$ cat src/rtl/stepdown_drv_pkg.sv
// Shared types for the stepdown gate driver: state encoding, default counter
// width and a gate-state helper.
package stepdown_drv_pkg;

  localparam int CNT_W_DEF = 6;

  typedef enum logic [2:0] {
    ST_OFF   = 3'd0,
    ST_DT_HL = 3'd1,
    ST_HS    = 3'd2,
    ST_DT_LH = 3'd3,
    ST_LS    = 3'd4
  } drv_state_t;

  // True in the two states that drive a gate.
  function automatic logic is_gate_state(input drv_state_t s);
    return (s == ST_HS) || (s == ST_LS);
  endfunction

endpackage

$ cat src/rtl/stepdown_dt_counter.sv
// Load / saturating-decrement counter shared by the dead-time and min-on phases.
// Clear wins over load; the counter parks at zero and never wraps.
module stepdown_dt_counter #(
  parameter int W = 6
) (
  input  logic         clk,
  input  logic         rst_n,
  input  logic         clr,
  input  logic         load,
  input  logic [W-1:0] load_val,
  output logic         zero
);

  logic [W-1:0] count;

  always_ff @(posedge clk or negedge rst_n) begin
    if (!rst_n) begin
      count <= '0;
    end else if (clr) begin
      count <= '0;
    end else if (load) begin
      count <= load_val;
    end else if (count != '0) begin
      count <= count - W'(1);
    end
  end

  assign zero = (count == '0);

endmodule

$ cat src/rtl/stepdown_gate_deadtime.sv
// Break-before-make gate sequencer with dead time, minimum on time and sticky OCP.
// Optional diode emulation (zero-cross exit from LS) enabled by STEPDOWN_GATE_ZCD_EN.
module stepdown_gate_deadtime
  import stepdown_drv_pkg::*;
#(
  parameter int CNT_W    = CNT_W_DEF,
  parameter int OCP_SYNC = 2  // legal depths are 2 and 3
) (
  input  logic             CELCLK,
  input  logic             CELRST_N,
  input  logic             CELV,
  input  logic             CELG,
  input  logic             SUB,
  input  logic             en,
  input  logic             pwm,
  input  logic [CNT_W-1:0] dt_hl,
  input  logic [CNT_W-1:0] dt_lh,
  input  logic [CNT_W-1:0] min_on,
  input  logic             ocp,
  input  logic             zcd,
  output logic             hs_on,
  output logic             ls_on,
  output logic             fault,
  output logic [2:0]       state_dbg
);

  drv_state_t          state;
  drv_state_t          state_next;
  logic                fault_next;
  logic                cnt_clr;
  logic                cnt_load;
  logic [CNT_W-1:0]    cnt_val;
  logic                cnt_zero;
  logic [OCP_SYNC-1:0] ocp_sync;
  logic                ocp_s;
  logic                ocp_hit;
  logic                zcd_hit;
  logic                zcd_block;

  // Supply/ground/substrate pins only pass through this cell.
  logic unused_pins;
  assign unused_pins = ^{CELV, CELG, SUB};

  always_ff @(posedge CELCLK or negedge CELRST_N) begin
    if (!CELRST_N) begin
      ocp_sync <= '0;
    end else begin
      ocp_sync <= {ocp_sync[OCP_SYNC-2:0], ocp};
    end
  end

  assign ocp_s   = ocp_sync[OCP_SYNC-1];
  assign ocp_hit = ocp_s && ((state == ST_DT_HL) || (state == ST_HS));

`ifdef STEPDOWN_GATE_ZCD_EN
  logic [OCP_SYNC-1:0] zcd_sync;
  logic                zcd_seen;

  always_ff @(posedge CELCLK or negedge CELRST_N) begin
    if (!CELRST_N) begin
      zcd_sync <= '0;
    end else begin
      zcd_sync <= {zcd_sync[OCP_SYNC-2:0], zcd};
    end
  end

  // Remembers a zero-cross exit until the loop asks for the high side again.
  always_ff @(posedge CELCLK or negedge CELRST_N) begin
    if (!CELRST_N) begin
      zcd_seen <= 1'b0;
    end else if (!en || pwm) begin
      zcd_seen <= 1'b0;
    end else if ((state == ST_LS) && (state_next == ST_OFF)) begin
      zcd_seen <= 1'b1;
    end
  end

  assign zcd_hit   = zcd_sync[OCP_SYNC-1];
  assign zcd_block = zcd_seen;
`else
  logic unused_zcd;
  assign unused_zcd = zcd;
  assign zcd_hit    = 1'b0;
  assign zcd_block  = 1'b0;
`endif

  stepdown_dt_counter #(
    .W(CNT_W)
  ) u_cnt (
    .clk      (CELCLK),
    .rst_n    (CELRST_N),
    .clr      (cnt_clr),
    .load     (cnt_load),
    .load_val (cnt_val),
    .zero     (cnt_zero)
  );

  // Priority: OCP, then enable, then the pwm demand.
  always_comb begin
    state_next = state;
    fault_next = fault;
    cnt_clr    = 1'b0;
    cnt_load   = 1'b0;
    cnt_val    = '0;
    if (ocp_hit) begin
      state_next = ST_DT_LH;
      cnt_load   = 1'b1;
      cnt_val    = dt_lh;
      fault_next = 1'b1;
    end else if (!en) begin
      fault_next = 1'b0;
      if (state == ST_HS) begin
        state_next = ST_DT_LH;
        cnt_load   = 1'b1;
        cnt_val    = dt_lh;
      end else if ((state == ST_DT_LH) && !cnt_zero) begin
        state_next = ST_DT_LH;  // finish the dead time after a high-side shutdown
      end else begin
        state_next = ST_OFF;
        cnt_clr    = 1'b1;
      end
    end else begin
      case (state)
        ST_OFF: begin
          if (pwm && !fault) begin
            state_next = ST_DT_HL;
            cnt_load   = 1'b1;
            cnt_val    = dt_hl;
          end else if (!pwm && !zcd_block) begin
            state_next = ST_LS;
          end
        end
        ST_DT_HL: begin
          if (cnt_zero) begin
            state_next = ST_HS;
            cnt_load   = 1'b1;
            cnt_val    = min_on;
          end
        end
        ST_HS: begin
          if (!pwm && cnt_zero) begin
            state_next = ST_DT_LH;
            cnt_load   = 1'b1;
            cnt_val    = dt_lh;
          end
        end
        ST_DT_LH: begin
          if (cnt_zero) begin
            if (pwm && !fault) begin
              state_next = ST_DT_HL;
              cnt_load   = 1'b1;
              cnt_val    = dt_hl;
            end else begin
              state_next = ST_LS;
            end
          end
        end
        ST_LS: begin
          if (pwm && !fault) begin
            state_next = ST_DT_HL;
            cnt_load   = 1'b1;
            cnt_val    = dt_hl;
          end else if (zcd_hit) begin
            state_next = ST_OFF;
          end
        end
        default: begin
          state_next = ST_OFF;
          cnt_clr    = 1'b1;
        end
      endcase
    end
  end

  // Gate enables are registered from the next state so they track the state register exactly.
  always_ff @(posedge CELCLK or negedge CELRST_N) begin
    if (!CELRST_N) begin
      state <= ST_OFF;
      hs_on <= 1'b0;
      ls_on <= 1'b0;
      fault <= 1'b0;
    end else begin
      state <= state_next;
      hs_on <= (state_next == ST_HS);
      ls_on <= (state_next == ST_LS);
      fault <= fault_next;
    end
  end

  assign state_dbg = state;

endmodule

$ cat config.mk
export PLATFORM = sky130hd
export DESIGN_NAME = stepdown_gate_deadtime
export DESIGN_NICKNAME = d
export VERILOG_FILES = /design/src/rtl/stepdown_drv_pkg.sv /design/src/rtl/stepdown_dt_counter.sv /design/src/rtl/stepdown_gate_deadtime.sv
export SDC_FILE = /design/constraint.sdc
export NUM_CORES = 1
export LEC_CHECK = 0
export BUFFER_PORTS_ARGS = -buffer_cell sky130_fd_sc_hd__buf_2
export CAP_MARGIN = 10
export CORE_MARGIN = 2
export CORE_UTILIZATION = 45
export DETAILED_ROUTE_END_ITERATION = 7
export PLACE_DENSITY = 0.78
export SYNTH_ARGS = -nofsm -noshare
export SYNTH_HDL_FRONTEND = slang
export SYNTH_SLANG_ARGS = --single-unit
$ cat constraint.sdc
create_clock -name CELCLK -period 1.56 [get_ports CELCLK]
set_input_delay 0.234 -clock CELCLK [delete_from_list [all_inputs] [get_ports CELCLK]]
set_output_delay 0.234 -clock CELCLK [all_outputs]
set_load 0.02 [all_outputs]
======== Word-level counts from Yosys, hierarchy flattened ========
Cells that the tools add are included.
storage, ports and cells
  input bits .............................. 27
  logic and storage cells ................. 66
  flip-flop bits (word level) ............. 14
  output and inout port bits .............. 6
cells by class
  muxes and demuxes ....................... 38
  reductions and logical operators ........ 14
  equal/unequal tests ..................... 7
  add/subtract/negate cells ............... 1
operators by type and width
  kind                                                   count
  2-to-1 mux 6 bit                                       10
  2-to-1 mux 3 bit                                       9
  case mux 6 bit (4 select lines)                        1
  case mux 3 bit (5 select lines)                        1
  2-to-1 mux 1 bit                                       14
  equality test 3 x 2 -> 1 bit, second input constant    3
  equality test 3 bit, second input constant             2
  logical NOT 6 bit                                      1
  nonzero test 6 bit                                     1
  subtractor 6 x 1 -> 6 bit, second input constant       1
  OR reduction 5 bit                                     1
  logical AND 1 bit                                      4
  2-to-1 mux 2 bit                                       2
  case mux 1 bit (4 select lines)                        1
  equality test 3 x 1 -> 1 bit, second input constant    1
  logical NOT 1 bit                                      3
  logical NOT 3 bit                                      1
  nonzero test 3 bit                                     1
  inequality test 2 x 1 -> 1 bit, second input constant  1
  OR reduction 2 bit                                     1
  logical OR 1 bit                                       1

======== Depth between registers and ports, before layout ========
Gate-level depths: netlist (run 1).
  word-level depth ........................ 9
  gate-level depth with buffers ........... 8
  mapped depth without buffers ............ 7

======== Hierarchy ========
A second synthesis (run 1) with hierarchy kept.
unflattened totals
  cells, all modules ...................... 112
  area, all modules ....................... 1067.3 µm²
by module, submodules not included
  module                  area each (µm²)  instances  cells each
  stepdown_gate_deadtime  656.9            1          69
  stepdown_dt_counter     410.4            1          43

======== Worst setup path after synthesis (run 1) ========
Ideal clock, no wire load.
  kind .................................... flip-flop to flip-flop
  start ................................... reg u_cnt.count[0]
  end ..................................... reg u_cnt.count[0]
  arrival time ............................ 1.561 ns
  required time ........................... 1.432 ns
  path buffers ............................ 1
  setup slack ............................. -0.128 ns
  clock period less this slack ............ 1.688 ns
  cell stages (with the launch flop) ...... 9
  cell sequence ........................... dfrtp_1 > inv_1 > ha_1 > nor3b_2 > nand2_1 > nor3_4 > or2_1 > buf_4 > a21oi_1
on the way
  longest elaborated chain between the ends .. 8
  elaborated cells on any way between the ends .. 26
  classes of those cells .................. 1 x add/sub; 19 x mux; 6 x reduce/logical
ends and longest elaborated chain
  what                                                     line                                                          RTL
  start, declared                                          stepdown_dt_counter.sv:14                                     logic [W-1:0] count;
  start signal, assigned                                   stepdown_dt_counter.sv:22                                     count <= load_val;
  start signal, assigned                                   stepdown_dt_counter.sv:24                                     count <= count - W'(1);
  logical NOT 6 bit                                        stepdown_dt_counter.sv:28                                     assign zero = (count == '0);
  logical AND 1 bit or logical NOT 1 bit (tied branches)   stepdown_gate_deadtime.sv:141, stepdown_gate_deadtime.sv:116
  2-to-1 mux 6 bit (tied with other cells)                 stepdown_gate_deadtime.sv:141                                 if (!pwm && cnt_zero) begin
  case mux 6 bit (4 select lines) (tied with other cells)  stepdown_gate_deadtime.sv:123                                 case (state)
  2-to-1 mux 6 bit (tied with other cells)                 stepdown_gate_deadtime.sv:110                                 end else if (!en) begin
  2-to-1 mux 6 bit (tied with other cells)                 stepdown_gate_deadtime.sv:105                                 if (ocp_hit) begin
  2-to-1 mux 6 bit or 2-to-1 mux 1 bit (tied branches)     stepdown_dt_counter.sv:21, stepdown_gate_deadtime.sv:105
  2-to-1 mux 6 bit or nonzero test 3 bit (tied branches)   -
Several ways; a longest one is shown, not always the timed one. The select of a mux whose other input is x is not followed.
A chain may end at the register's enable or synchronous reset.

======== Final worst setup path (run 1) ========
  start ................................... reg u_cnt.count[0]
  end ..................................... reg state[0], in the netlist state_dbg[0]
on the way
  longest elaborated chain between the ends .. 7
  elaborated cells on any way between the ends .. 12
  classes of those cells .................. 8 x mux; 4 x reduce/logical
ends and longest elaborated chain
  what                                                                                     line                           RTL
  logical NOT 6 bit (*)                                                                    stepdown_dt_counter.sv:28
  parallel branches: the longest is 4 deep, another holds case mux 3 bit (5 select lines)  -
  2-to-1 mux 3 bit (*)                                                                     stepdown_gate_deadtime.sv:110
  2-to-1 mux 3 bit (*)                                                                     stepdown_gate_deadtime.sv:105
  net state_next[0]                                                                        stepdown_gate_deadtime.sv:28   drv_state_t state_next;
  end signal, assigned                                                                     stepdown_gate_deadtime.sv:183  state <= state_next;
  end, declared                                                                            stepdown_gate_deadtime.sv:27   drv_state_t state;
Mark *: on every way through the listed nets, which the timed path passes.

==> results of run 1 <==
registers in the layout, indices dropped and copies added, names as in the netlist:
signal and flops:
state_dbg 3, fault 1, ls_on 1, u_cnt.count 6, ocp_sync 2, hs_on 1
power groups by stage:
stage	Combinational (mW)	Clock [mW]	Sequential, mW
2_1_floorplan	1.38	0	0.705
3_3_place_gp	2.00	0	0.661
3_5_place_dp	2.10	0	0.670
4_1_cts	2.28	0.262	0.666
5_1_grt	2.59	0.279	0.682
6_report	2.37	0.257	0.672
worst max-delay path, cell delays in order (launching register included):
cell,delay (ns)
sky130_fd_sc_hd__dfrtp_1,0.37
sky130_fd_sc_hd__inv_2,0.06
sky130_fd_sc_hd__ha_4,0.16
sky130_fd_sc_hd__buf_4,0.13
sky130_fd_sc_hd__and3_4,0.16
sky130_fd_sc_hd__a221o_1,0.29
sky130_fd_sc_hd__a32oi_1,0.22
sky130_fd_sc_hd__buf_4,0.14
sky130_fd_sc_hd__nor2b_1,0.03
repair_timing:
action,in CTS,in global routing
pin swaps,8,3
setup endpoints to repair,9,11
setup buffers,3,1
hold buffers,1,0
resized for setup,11,3
hold endpoints to repair,14,0
final timing paths:
kind                       slack, ns            from              to  cells past startpoint
setup / recovery               -0.12  u_cnt.count[0]    state_dbg[0]                      8
hold / removal                  0.07             ocp     ocp_sync[0]                      1
setup reg to reg               -0.12  u_cnt.count[0]    state_dbg[0]                      8
hold reg to reg                 0.35     ocp_sync[0]     ocp_sync[1]                      0
max in group asynchronous       0.92        CELRST_N    state_dbg[0]                      2
min in group asynchronous       0.37        CELRST_N  u_cnt.count[1]                      2
synthesized netlist by cell type, drive strengths merged, types with 2 or more instances:
| library cell | number | area [um2] |
|---|---|---|
| xnor2 | 4 | 35.0 |
| inv | 5 | 18.8 |
| or2 | 2 | 12.5 |
| nor3 | 3 | 37.5 |
| and3 | 3 | 25.0 |
| a22oi | 7 | 52.6 |
| buf | 7 | 53.8 |
| a32o | 7 | 70.1 |
| o31ai | 6 | 45.0 |
| nor3b | 3 | 32.5 |
| a21oi | 11 | 55.1 |
| o21ai | 3 | 18.8 |
| nor2b | 5 | 31.3 |
| o21a | 2 | 15.0 |
| dfrtp | 14 | 350 |
| nor2 | 5 | 18.8 |
| a31o | 2 | 17.5 |
| nand2 | 5 | 18.8 |
| ha | 2 | 25.0 |
| o22ai | 2 | 25.0 |
| nand3 | 3 | 20.0 |
area by class of cell:
| cell class | instances | area, um2 |
|---|---|---|
| sequential | 14 | 354 |
| tap | 28 | 35.0 |
| timing repair buffer | 57 | 380 |
| clock buffer | 4 | 36.3 |
| inverter | 5 | 18.8 |
| multi-input combinational | 85 | 721 |
| fill | 190 | 688 |
per-stage QoR:
stage	TNS (ns)	area [um2]
finish	-0.888	1550
global route	-1.68	1550
global placement	-0.149	1420
detailed placement	-0.593	1420
floorplan	-0.271	1120
CTS	-0.765	1530
cells by family after synthesis:
family / count (synthesis) / share of synthesized area
xor gates and xnor gates: 4 / 0.0327
DFF: 14 / 0.327
muxes: 1 / 0.00934
adders and majority gates: 2 / 0.0233
AOI/OAI and AO/OA: 45 / 0.327
buffers and inverters: 13 / 0.0723
and+or+nand+nor: 33 / 0.209
metal layers:
| metal | up-vias | GRT usage |
|---|---|---|
| met2 | 21 | 0.469 |
| met1 | 550 | 0.297 |
| met5 | - | 0 |
| li1 | 535 | - |
| met4 | 0 | 0.0385 |
| met3 | 6 | 0.0314 |
==> results.md, run 1 <==
### Status
* **run status** complete, but fails checks
* **violated checks** negative setup slack

### Setup path
* **Data arrival, critical path** 1.85 ns
* **launching element type of the critical path** register
* **category of the critical setup timing path** register to register
* **highest net fanout along the worst path** 5
* **required time at the worst-slack endpoint** 1.73 ns
* **Worst setup EP type** register

### Power and ir drop
* **total leakage power** 0.687 nW
* **overall power after layout** 3.30 mW
* **largest vdd supply drop** 1.35 mV
* **Power Internal** 1.87 mW
* **fraction of power consumed by combinational cells** 0.719
* **switching part of the total power** 0.435
* **relative contribution of sequential cells to total power** 0.203
* **power density relative to cell area** 2140 nW/um2
* **total net switching power** 1.44 mW
* **Clk pwr share** 0.078

### Timing
* **Pins Over Slew Limit** 0
* **final hold slack** 0.0658 ns
* **setup slack of the critical path after layout** -0.124 ns
* **clk_skew** 0.00883 ns
* **slew at the pin with the worst max-slew slack** 0.361 ns
* **RSZ-0062 raised after global routing** true
* **relative slew slack** 0.759
* **peak clock frequency supported by timing** 0.594 GHz
* **Final Hold Viols** 0
* **portion of the clock cycle consumed by the worst path in the final layout** 1.08
* **final count of negative-setup-slack endpoints** 9
* **Min Clock Period, post-route** 1.68 ns

### Drt
* **total number of vias** 1112
* **Residual DRC** 0
* **wire length per cell after detailed routing** 16.2 um
* **routed length on met2** 1780 um
* **average vias per placed instance** 5.76
* **post-detailed-route count of antenna-violating nets** 0
* **final routed wirelength across all metal layers** 3120 um
* **wire length on met3** 83 um
* **detailed router's first-iteration violation count** 20
* **length of routed wiring on met1** 1220 um
* **number of iterations in the first detailed-routing pass** 4
* **uppermost metal layer occupied by signal nets** met4

### Global route
* **global-route usage over all layers** 0.247
* **wire length of the first global-routing pass** 5100 um
* **number of antenna violations at the first check in global routing** 0
* **global-route congestion overflow total** 0
* **pin count of the biggest net entering global routing** 15
* **via count of the first global-routing pass** 1155

### Yosys
* **number of enable flip-flop cells after synthesis** 0
* **#FFs+latches synth** 14
* **number of distinct library cell variants in the gate-level netlist after synthesis** 42
* **Yosys warnings** 0
* **post-synthesis cell count** 112
* **average cell area after synthesis** 9.57 um2
* **total nets after synthesis** 141
* **portion of the post-synthesis area used by sequential elements** 0.327
* **post-synth design cell area** 1070 um2
* **flip-flop cell with the highest count after synthesis** sky130_fd_sc_hd__dfrtp_1
* **async set-or-reset flop fraction in the synthesized netlist** 1.00

### Floorplan
* **Die Area** 2790 um2
* **num ports** 33
* **core area** 2230 um2
* **effective utilization at floorplan** 0.480
* **Die X-Extent** 52.8 um
* **Chip Height** 52.8 um
* **row count** 17

### Clocking
* **clock slew at the register clock pins of the worst setup and hold paths** 0.09 ns
* **TritonCTS clock tree** done
* **clock root buffer** sky130_fd_sc_hd__clkbuf_4
* **clock latency at the later pin of the worst-skew pair** 0.28 ns
* **cts bufs inserted** 3
* **CTS sink count** 14
* **CTS H-Tree Depth** 1
* **Clock Path Buffers** 2

### Placement
* **Inst Count DP** 184
* **dpl hpwl** 2380 um
* **total of buffers placed on input and output ports** 28
* **worst setup timing slack at the placement stage** -0.137 ns
* **Routability Congestion** 0.850

### Job
* **max-cap viol count** 0

### Layout
* **number of nets in the finished design** 195
* **most common cell after layout, fill and taps aside** sky130_fd_sc_hd__buf_2
* **area added between synthesis and finish** 44.1%
* **commonest cells after routing, fill and taps aside** sky130_fd_sc_hd__buf_2 (28), sky130_fd_sc_hd__buf_4 (25), sky130_fd_sc_hd__dfrtp_1 (11)
* **utilization after layout** 0.692
* **ANT cells** 0
* **fraction of final layout cells with drive strength greater than 1** 0.564
* **number of cells in the finished layout apart from fillers** 193

### Hold path
* **min-delay worst type** input pin to register

(Power assumes the default switching activity.)
==> run 2, diff against run 1 <==
--- a/config.mk
+++ b/config.mk
@@ -11,6 +11,8 @@
 export CORE_UTILIZATION = 45
 export DETAILED_ROUTE_END_ITERATION = 7
 export PLACE_DENSITY = 0.78
+export REMOVE_ABC_BUFFERS = 1
+export SLEW_MARGIN = 20
 export SYNTH_ARGS = -nofsm -noshare
 export SYNTH_HDL_FRONTEND = slang
 export SYNTH_SLANG_ARGS = --single-unit
==> run 2 against run 1 <==
Against the previous run:
- the flow still finishes with violations (negative setup slack)
- via count rose by 2.3%
- count of clock-buffer cells in the layout did not move
- first-iteration DRC count rose by 35%
- clock skew fell by 0.0053 ns
- sequential power fell by 1%
- final cell count fell by 1.0%
- die area did not move
- fmax fell by 1.6%
- power rose by 2.3%
- worst setup slack got worse by 0.027 ns
- clock power rose by 6%
- critical path type unchanged
==> results.md, run 2 (synthesis gave the netlist of run 1 again) <==
### Layout
* **fraction of final layout cells with drive strength greater than 1** 0.571, was 0.564
* **max reg flops** 6, unchanged
* **area added between synthesis and finish** 46.3%, was 44.1%
* **Fill cells** 148, was 190
* **most common cell after layout, fill and taps aside** sky130_fd_sc_hd__buf_2, unchanged
* **number of nets in the finished design** 193, was 195
* **top register by number of flip-flops** u_cnt.count, unchanged
* **commonest cells after routing, fill and taps aside** sky130_fd_sc_hd__buf_2 (28), sky130_fd_sc_hd__buf_4 (22), sky130_fd_sc_hd__dfrtp_1 (13), was sky130_fd_sc_hd__buf_2 (28), sky130_fd_sc_hd__buf_4 (25), sky130_fd_sc_hd__dfrtp_1 (11)
* **ANT cells** 0, unchanged
* **utilization after layout** 0.703, was 0.692

### Power and ir drop
* **overall power after layout** 3.38 mW, was 3.30 mW
* **power density relative to cell area** 2150 nW/um2, was 2140 nW/um2
* **total leakage power** 0.679 nW, was 0.687 nW
* **largest vdd supply drop** 1.13 mV, was 1.35 mV

### Drt
* **total number of vias** 1138, was 1112
* **average vias per placed instance** 5.96, was 5.76
* **number of iterations in the first detailed-routing pass** 4, unchanged
* **final routed wirelength across all metal layers** 3170 um, was 3120 um
* **wire length per cell after detailed routing** 16.6 um, was 16.2 um
* **post-detailed-route count of antenna-violating nets** 0, unchanged
* **Residual DRC** 0, unchanged
* **detailed router's first-iteration violation count** 27, was 20

### Clocking
* **Clock Path Buffers** 2, unchanged
* **clock slew at the register clock pins of the worst setup and hold paths** 0.09 ns, about the same
* **cts bufs inserted** 3, unchanged
* **CTS sink count** 14, unchanged
* **TritonCTS clock tree** done, unchanged
* **clock latency at the later pin of the worst-skew pair** 0.29 ns, was 0.28 ns
* **CTS H-Tree Depth** 1, unchanged
* **clock root buffer** sky130_fd_sc_hd__clkbuf_4, unchanged

### Floorplan
* **Chip Height** 52.8 um, unchanged
* **effective utilization at floorplan** 0.480, unchanged
* **num ports** 33, unchanged
* **row count** 17, unchanged
* **Die Area** 2790 um2, unchanged
* **Die X-Extent** 52.8 um, unchanged
* **core area** 2230 um2, unchanged

### Hold path
* **min-delay worst type** input pin to register, unchanged
* **worst min-delay path startpoint** ocp, unchanged
* **Hold Path End** ocp_sync[0], unchanged
* **worst hold stages** 1, unchanged

### Timing
* **Min Clock Period, post-route** 1.71 ns, was 1.68 ns
* **setup slack of the critical path after layout** -0.151 ns, was -0.124 ns
* **portion of the clock cycle consumed by the worst path in the final layout** 1.10, was 1.08
* **final count of negative-setup-slack endpoints** 7, was 9
* **RSZ-0062 raised after global routing** true, unchanged
* **Final Hold Viols** 0, unchanged
* **peak clock frequency supported by timing** 0.585 GHz, was 0.594 GHz
* **clk_skew** 0.00348 ns, was 0.00883 ns
* **relative slew slack** 0.703, was 0.759
* **slew at the pin with the worst max-slew slack** 0.444 ns, was 0.361 ns
* **Pins Over Slew Limit** 0, unchanged

### Setup path
* **required time at the worst-slack endpoint** 1.77 ns, was 1.73 ns
* **Data arrival, critical path** 1.92 ns, was 1.85 ns
* **critical path, cell by cell** inv_2, ha_4, nor3b_4, nand2_2, nor3_4, buf_6, o31ai_1, a21oi_1, was inv_2, ha_4, buf_4, and3_4, a221o_1, a32oi_1, buf_4, nor2b_1
* **largest stage delay on the critical path** 0.42 ns, was 0.37 ns
* **R2R depth** 8, unchanged
* **capture instance of the worst register-to-register path** u_cnt.count[0], was state_dbg[0]
* **Worst setup EP type** register, unchanged
* **worst path buffer plus inverter count** 2, was 3
* **cell family contributing the most delay on the critical path** simple AND/OR/NAND/NOR gates, was compound AO/OA/AOI/OAI gates
* **category of the critical setup timing path** register to register, unchanged
* **FF-to-FF Start** u_cnt.count[0], unchanged
* **reg2reg setup slack** -0.15 ns, was -0.12 ns
* **highest net fanout along the worst path** 6, was 5
* **CP max-delay cell** sky130_fd_sc_hd__dfrtp_1, unchanged
* **launching element type of the critical path** register, unchanged

### Global route
* **wire length of the first global-routing pass** 5060 um, was 5100 um
* **via count of the first global-routing pass** 1124, was 1155
* **global-route congestion overflow total** 0, unchanged
* **global-route usage over all layers** 0.253, was 0.247
* **pin count of the biggest net entering global routing** 15, unchanged
* **number of antenna violations at the first check in global routing** 0, unchanged

### Placement
* **Routability Congestion** 0.847, was 0.850
* **total of buffers placed on input and output ports** 28, unchanged
* **dpl hpwl** 2150 um, was 2380 um

### Job
* **max-cap viol count** 0, unchanged

### Status
* **violated checks** negative setup slack, unchanged
* **run status** complete, but fails checks, unchanged

==> run 2: changes by cell type in the layout (fill, tap and decap cells not counted), moves of 2 or more <==
cell	before	now
sky130_fd_sc_hd__buf_4	25	22
sky130_fd_sc_hd__a21oi_1	10	8
sky130_fd_sc_hd__a21oi_2	1	3
sky130_fd_sc_hd__dfrtp_1	11	13
sky130_fd_sc_hd__dfrtp_2	3	1
sky130_fd_sc_hd__o31ai_1	3	5
sky130_fd_sc_hd__o31ai_2	3	1
==> run 2: area by class of cell <==
type	instances	area, um2	share of cell area
multi-input combinational	85	749	0.478
timing repair buffer	55	378	0.241
sequential	14	352	0.224
clock buffer	4	36.3	0.0231
tap	28	35.0	0.0223
inverter	5	18.8	0.0120
==> run 2: layer usage <==
layer / vias up / part of all wire / global-route usage / routed length [um]
met5: - / 0 / 0 / 0
met3: 15 / 0.071 / 0.0343 / 226
met1: 545 / 0.40 / 0.304 / 1270
met2: 51 / 0.49 / 0.433 / 1550
met4: 0 / 0.037 / 0.132 / 116
li1: 527 / - / - / -
==> run 2: per-stage QoR <==
| stage | hold WS [ns] | setup TNS (ns) | std cells | instance area [um2] | setup slack [ns] |
|---|---|---|---|---|---|
| after floorplan | -0.0616 | -0.767 | 104 | 1010 | -0.123 |
| after global placement | 0.138 | -1.05 | 182 | 1380 | -0.163 |
| after detailed placement | 0.148 | -1.59 | 182 | 1380 | -0.250 |
| after CTS | 0.0424 | -0.594 | 190 | 1520 | -0.104 |
| after global routing | 0.0269 | -1.37 | 191 | 1570 | -0.272 |
| final | 0.0382 | -0.797 | 191 | 1570 | -0.151 |
==> run 2: worst max path at each step <==
stage	startpoint	to	slack, ns	depth (start not counted)
2_1_floorplan	u_cnt.count[0]	u_cnt.count[0]	-0.12	7
3_3_place_gp	u_cnt.count[0]	hs_on	-0.16	7
3_5_place_dp	u_cnt.count[0]	u_cnt.count[5]	-0.25	7
4_1_cts	u_cnt.count[0]	u_cnt.count[3]	-0.10	7
5_1_grt	u_cnt.count[0]	u_cnt.count[0]	-0.27	8
6_report	u_cnt.count[0]	u_cnt.count[0]	-0.15	8
==> run 2: worst reg2reg max path, stage by stage (launching register included) <==
cell and delay, ns:
sky130_fd_sc_hd__dfrtp_1 0.42, sky130_fd_sc_hd__inv_2 0.10, sky130_fd_sc_hd__ha_4 0.14, sky130_fd_sc_hd__nor3b_4 0.27, sky130_fd_sc_hd__nand2_2 0.14, sky130_fd_sc_hd__nor3_4 0.16, sky130_fd_sc_hd__buf_6 0.15, sky130_fd_sc_hd__o31ai_1 0.07
sky130_fd_sc_hd__a21oi_1 0.18
==> run 2: where the power goes <==
group	switching (mW)	leakage [nW]	internal (mW)
combinational	1.22	0.485	1.22
sequential	0.154	0.173	0.507
clock	0.131	0.0210	0.142
==> run 2: what timing repair did <==
item | 4_1_cts | 5_1_grt
endpoints found under the hold margin | 14 | 0
hold buffers | 1 | 0
setup endpoints to repair | 11 | 11
setup buffers | 3 | 1
pin swaps | 13 | 8
resized for setup | 17 | 12
==> run 3, diff against run 2 <==
--- a/config.mk
+++ b/config.mk
@@ -9,6 +9,7 @@
 export CAP_MARGIN = 10
 export CORE_MARGIN = 2
 export CORE_UTILIZATION = 45
+export CTS_BUF_LIST = sky130_fd_sc_hd__clkbuf_16
 export DETAILED_ROUTE_END_ITERATION = 7
 export PLACE_DENSITY = 0.78
 export REMOVE_ABC_BUFFERS = 1
==> run 3 against run 2 <==
Against the previous run:
- the run still ends with negative setup slack left
- flip-flop and latch count unchanged
- combinational power is 4% higher
- final cell count increased by 0.52%
- core utilization rose by 3.6 points
- die area unchanged
- cell area increased by 5.1%
- highest routed layer unchanged
==> results.md, run 3 (synthesis gave the netlist of run 1 again) <==
### Status
* **run status** complete, but fails checks, unchanged
* **violated checks** negative setup slack, unchanged

### Floorplan
* **Chip Height** 52.8 um, unchanged
* **num ports** 33, unchanged
* **effective utilization at floorplan** 0.480, unchanged
* **Die X-Extent** 52.8 um, unchanged
* **Die Area** 2790 um2, unchanged
* **core area** 2230 um2, unchanged
* **row count** 17, unchanged

### Setup path
* **launching element type of the critical path** register, unchanged
* **Data arrival, critical path** 1.84 ns, was 1.92 ns
* **highest net fanout along the worst path** 8, was 6
* **CP max-delay cell** sky130_fd_sc_hd__dfrtp_1, unchanged
* **critical path, cell by cell** nor3_4, and3_4, buf_12, mux2i_1, o31ai_1, a21oi_1, was inv_2, ha_4, nor3b_4, nand2_2, nor3_4, buf_6, o31ai_1, a21oi_1
* **Worst setup EP type** register, unchanged
* **cell family contributing the most delay on the critical path** simple AND/OR/NAND/NOR gates, unchanged
* **category of the critical setup timing path** register to register, unchanged
* **largest stage delay on the critical path** 0.42 ns, about the same
* **required time at the worst-slack endpoint** 1.71 ns, was 1.77 ns
* **worst path buffer plus inverter count** 1, was 2

### Layout
* **top register by number of flip-flops** u_cnt.count, unchanged
* **utilization after layout** 0.738, was 0.703
* **Fill cells** 138, was 148
* **register area** 352 um2, unchanged
* **ANT cells** 0, unchanged
* **number of nets in the finished design** 194, was 193
* **most common cell after layout, fill and taps aside** sky130_fd_sc_hd__buf_2, unchanged
* **area taken by multi-input logic gates** 779 um2, was 749 um2
* **fraction of final layout cells with drive strength greater than 1** 0.598, was 0.571
* **commonest cells after routing, fill and taps aside** sky130_fd_sc_hd__buf_2 (28), sky130_fd_sc_hd__buf_4 (23), sky130_fd_sc_hd__dfrtp_1 (13), was sky130_fd_sc_hd__buf_2 (28), sky130_fd_sc_hd__buf_4 (22), sky130_fd_sc_hd__dfrtp_1 (13)
* **area added between synthesis and finish** 53.8%, was 46.3%
* **max reg flops** 6, unchanged

### Clocking
* **clock latency at the later pin of the worst-skew pair** 0.25 ns, was 0.29 ns
* **clock root buffer** sky130_fd_sc_hd__clkbuf_16, was sky130_fd_sc_hd__clkbuf_4
* **CTS sink count** 14, unchanged
* **TritonCTS clock tree** done, unchanged
* **CTS H-Tree Depth** 1, unchanged
* **Clock Path Buffers** 2, unchanged
* **clock slew at the register clock pins of the worst setup and hold paths** 0.05 ns, was 0.09 ns
* **cts bufs inserted** 3, unchanged

### Global route
* **number of antenna violations at the first check in global routing** 0, unchanged
* **global-route usage over all layers** 0.253, unchanged
* **via count of the first global-routing pass** 1151, was 1124
* **pin count of the biggest net entering global routing** 15, unchanged
* **global-route congestion overflow total** 0, unchanged
* **wire length of the first global-routing pass** 5060 um, unchanged

### Power and ir drop
* **switching part of the total power** 0.423, was 0.445
* **Power Internal** 2.13 mW, was 1.87 mW
* **total leakage power** 0.715 nW, was 0.679 nW
* **relative contribution of sequential cells to total power** 0.182, was 0.196
* **largest vdd supply drop** 1.49 mV, was 1.13 mV
* **overall power after layout** 3.70 mW, was 3.38 mW
* **fraction of power consumed by combinational cells** 0.686, was 0.723
* **total net switching power** 1.56 mW, was 1.50 mW
* **Clk pwr share** 0.132, was 0.081
* **power density relative to cell area** 2240 nW/um2, was 2150 nW/um2

### Drt
* **average vias per placed instance** 5.79, was 5.96
* **detailed router's first-iteration violation count** 46, was 27
* **post-detailed-route count of antenna-violating nets** 0, unchanged
* **final routed wirelength across all metal layers** 3230 um, was 3170 um
* **wire length per cell after detailed routing** 16.8 um, was 16.6 um
* **Residual DRC** 0, unchanged
* **total number of vias** 1112, was 1138
* **number of iterations in the first detailed-routing pass** 4, unchanged

### Timing
* **setup slack of the critical path after layout** -0.128 ns, was -0.151 ns
* **final count of negative-setup-slack endpoints** 7, unchanged
* **Final Hold Viols** 0, unchanged
* **Pins Over Slew Limit** 0, unchanged
* **RSZ-0062 raised after global routing** true, unchanged
* **clk_skew** 0.00131 ns, was 0.00348 ns
* **Min Clock Period, post-route** 1.69 ns, was 1.71 ns
* **slew at the pin with the worst max-slew slack** 0.372 ns, was 0.444 ns
* **portion of the clock cycle consumed by the worst path in the final layout** 1.08, was 1.10
* **relative slew slack** 0.751, was 0.703
* **peak clock frequency supported by timing** 0.592 GHz, was 0.585 GHz

### Placement
* **dpl hpwl** 2150 um, unchanged
* **Routability Congestion** 0.847, unchanged
* **total of buffers placed on input and output ports** 28, unchanged

### Hold path
* **min-delay worst type** input pin to register, unchanged

### Job
* **max-cap viol count** 0, unchanged

## run 3: stage by stage
| step | hold slack (ns) | setup WS [ns] | TNS, ns | instance area [um2] | instances |
|---|---|---|---|---|---|
| 6_report | 0.0916 | -0.128 | -0.558 | 1650 | 192 |
| 2_1_floorplan | -0.0616 | -0.123 | -0.767 | 1010 | 104 |
| 4_1_cts | 0.0882 | -0.0718 | -0.351 | 1590 | 191 |
| 3_5_place_dp | 0.148 | -0.250 | -1.59 | 1380 | 182 |
| 3_3_place_gp | 0.138 | -0.163 | -1.05 | 1380 | 182 |
| 5_1_grt | 0.0887 | -0.205 | -1.35 | 1650 | 192 |
## run 3: cell type report
cell class	instances	share of cell area
multi-input combinational	85	0.473
timing repair buffer	56	0.234
sequential	14	0.213
clock buffer	3	0.0455
tap	28	0.0212
inverter	5	0.0114
clock inverter	1	0.00228
## run 3: power groups by stage
stage | logic (mW) | clock network [mW] | registers (mW)
floorplan | 1.11 | 0 | 0.733
global placement | 1.90 | 0 | 0.635
detailed placement | 1.97 | 0 | 0.644
CTS | 2.32 | 0.497 | 0.652
global route | 2.72 | 0.509 | 0.689
finish | 2.53 | 0.488 | 0.674
## run 3: metal layers
layer	part of all wire	vias up	global-route usage
li1	-	529	-
met1	0.45	539	0.309
met2	0.48	37	0.421
met3	0.051	7	0.0514
met4	0.018	0	0.120
met5	0	-	0
## run 3: timing repair
item                                   CTS  global route
cloned                                   0             0
pin swaps                               13             8
resized for setup                       22            15
setup buffers                            4             1
setup endpoints to repair               11            11
hold buffers                             1             0
endpoints found under the hold margin   14             0
## run 3: worst paths after layout
path / slack, ns / startpoint / to / depth (start not counted)
worst min-delay path: 0.09 / ocp / ocp_sync[0] / 1
worst max-delay path: -0.13 / u_cnt.count[4] / u_cnt.count[1] / 6
max in group asynchronous: 0.87 / CELRST_N / state_dbg[1] / 2
worst min register to register: 0.36 / ocp_sync[0] / ocp_sync[1] / 0
min in group asynchronous: 0.43 / CELRST_N / ocp_sync[0] / 2
worst max register to register: -0.13 / u_cnt.count[4] / u_cnt.count[1] / 6
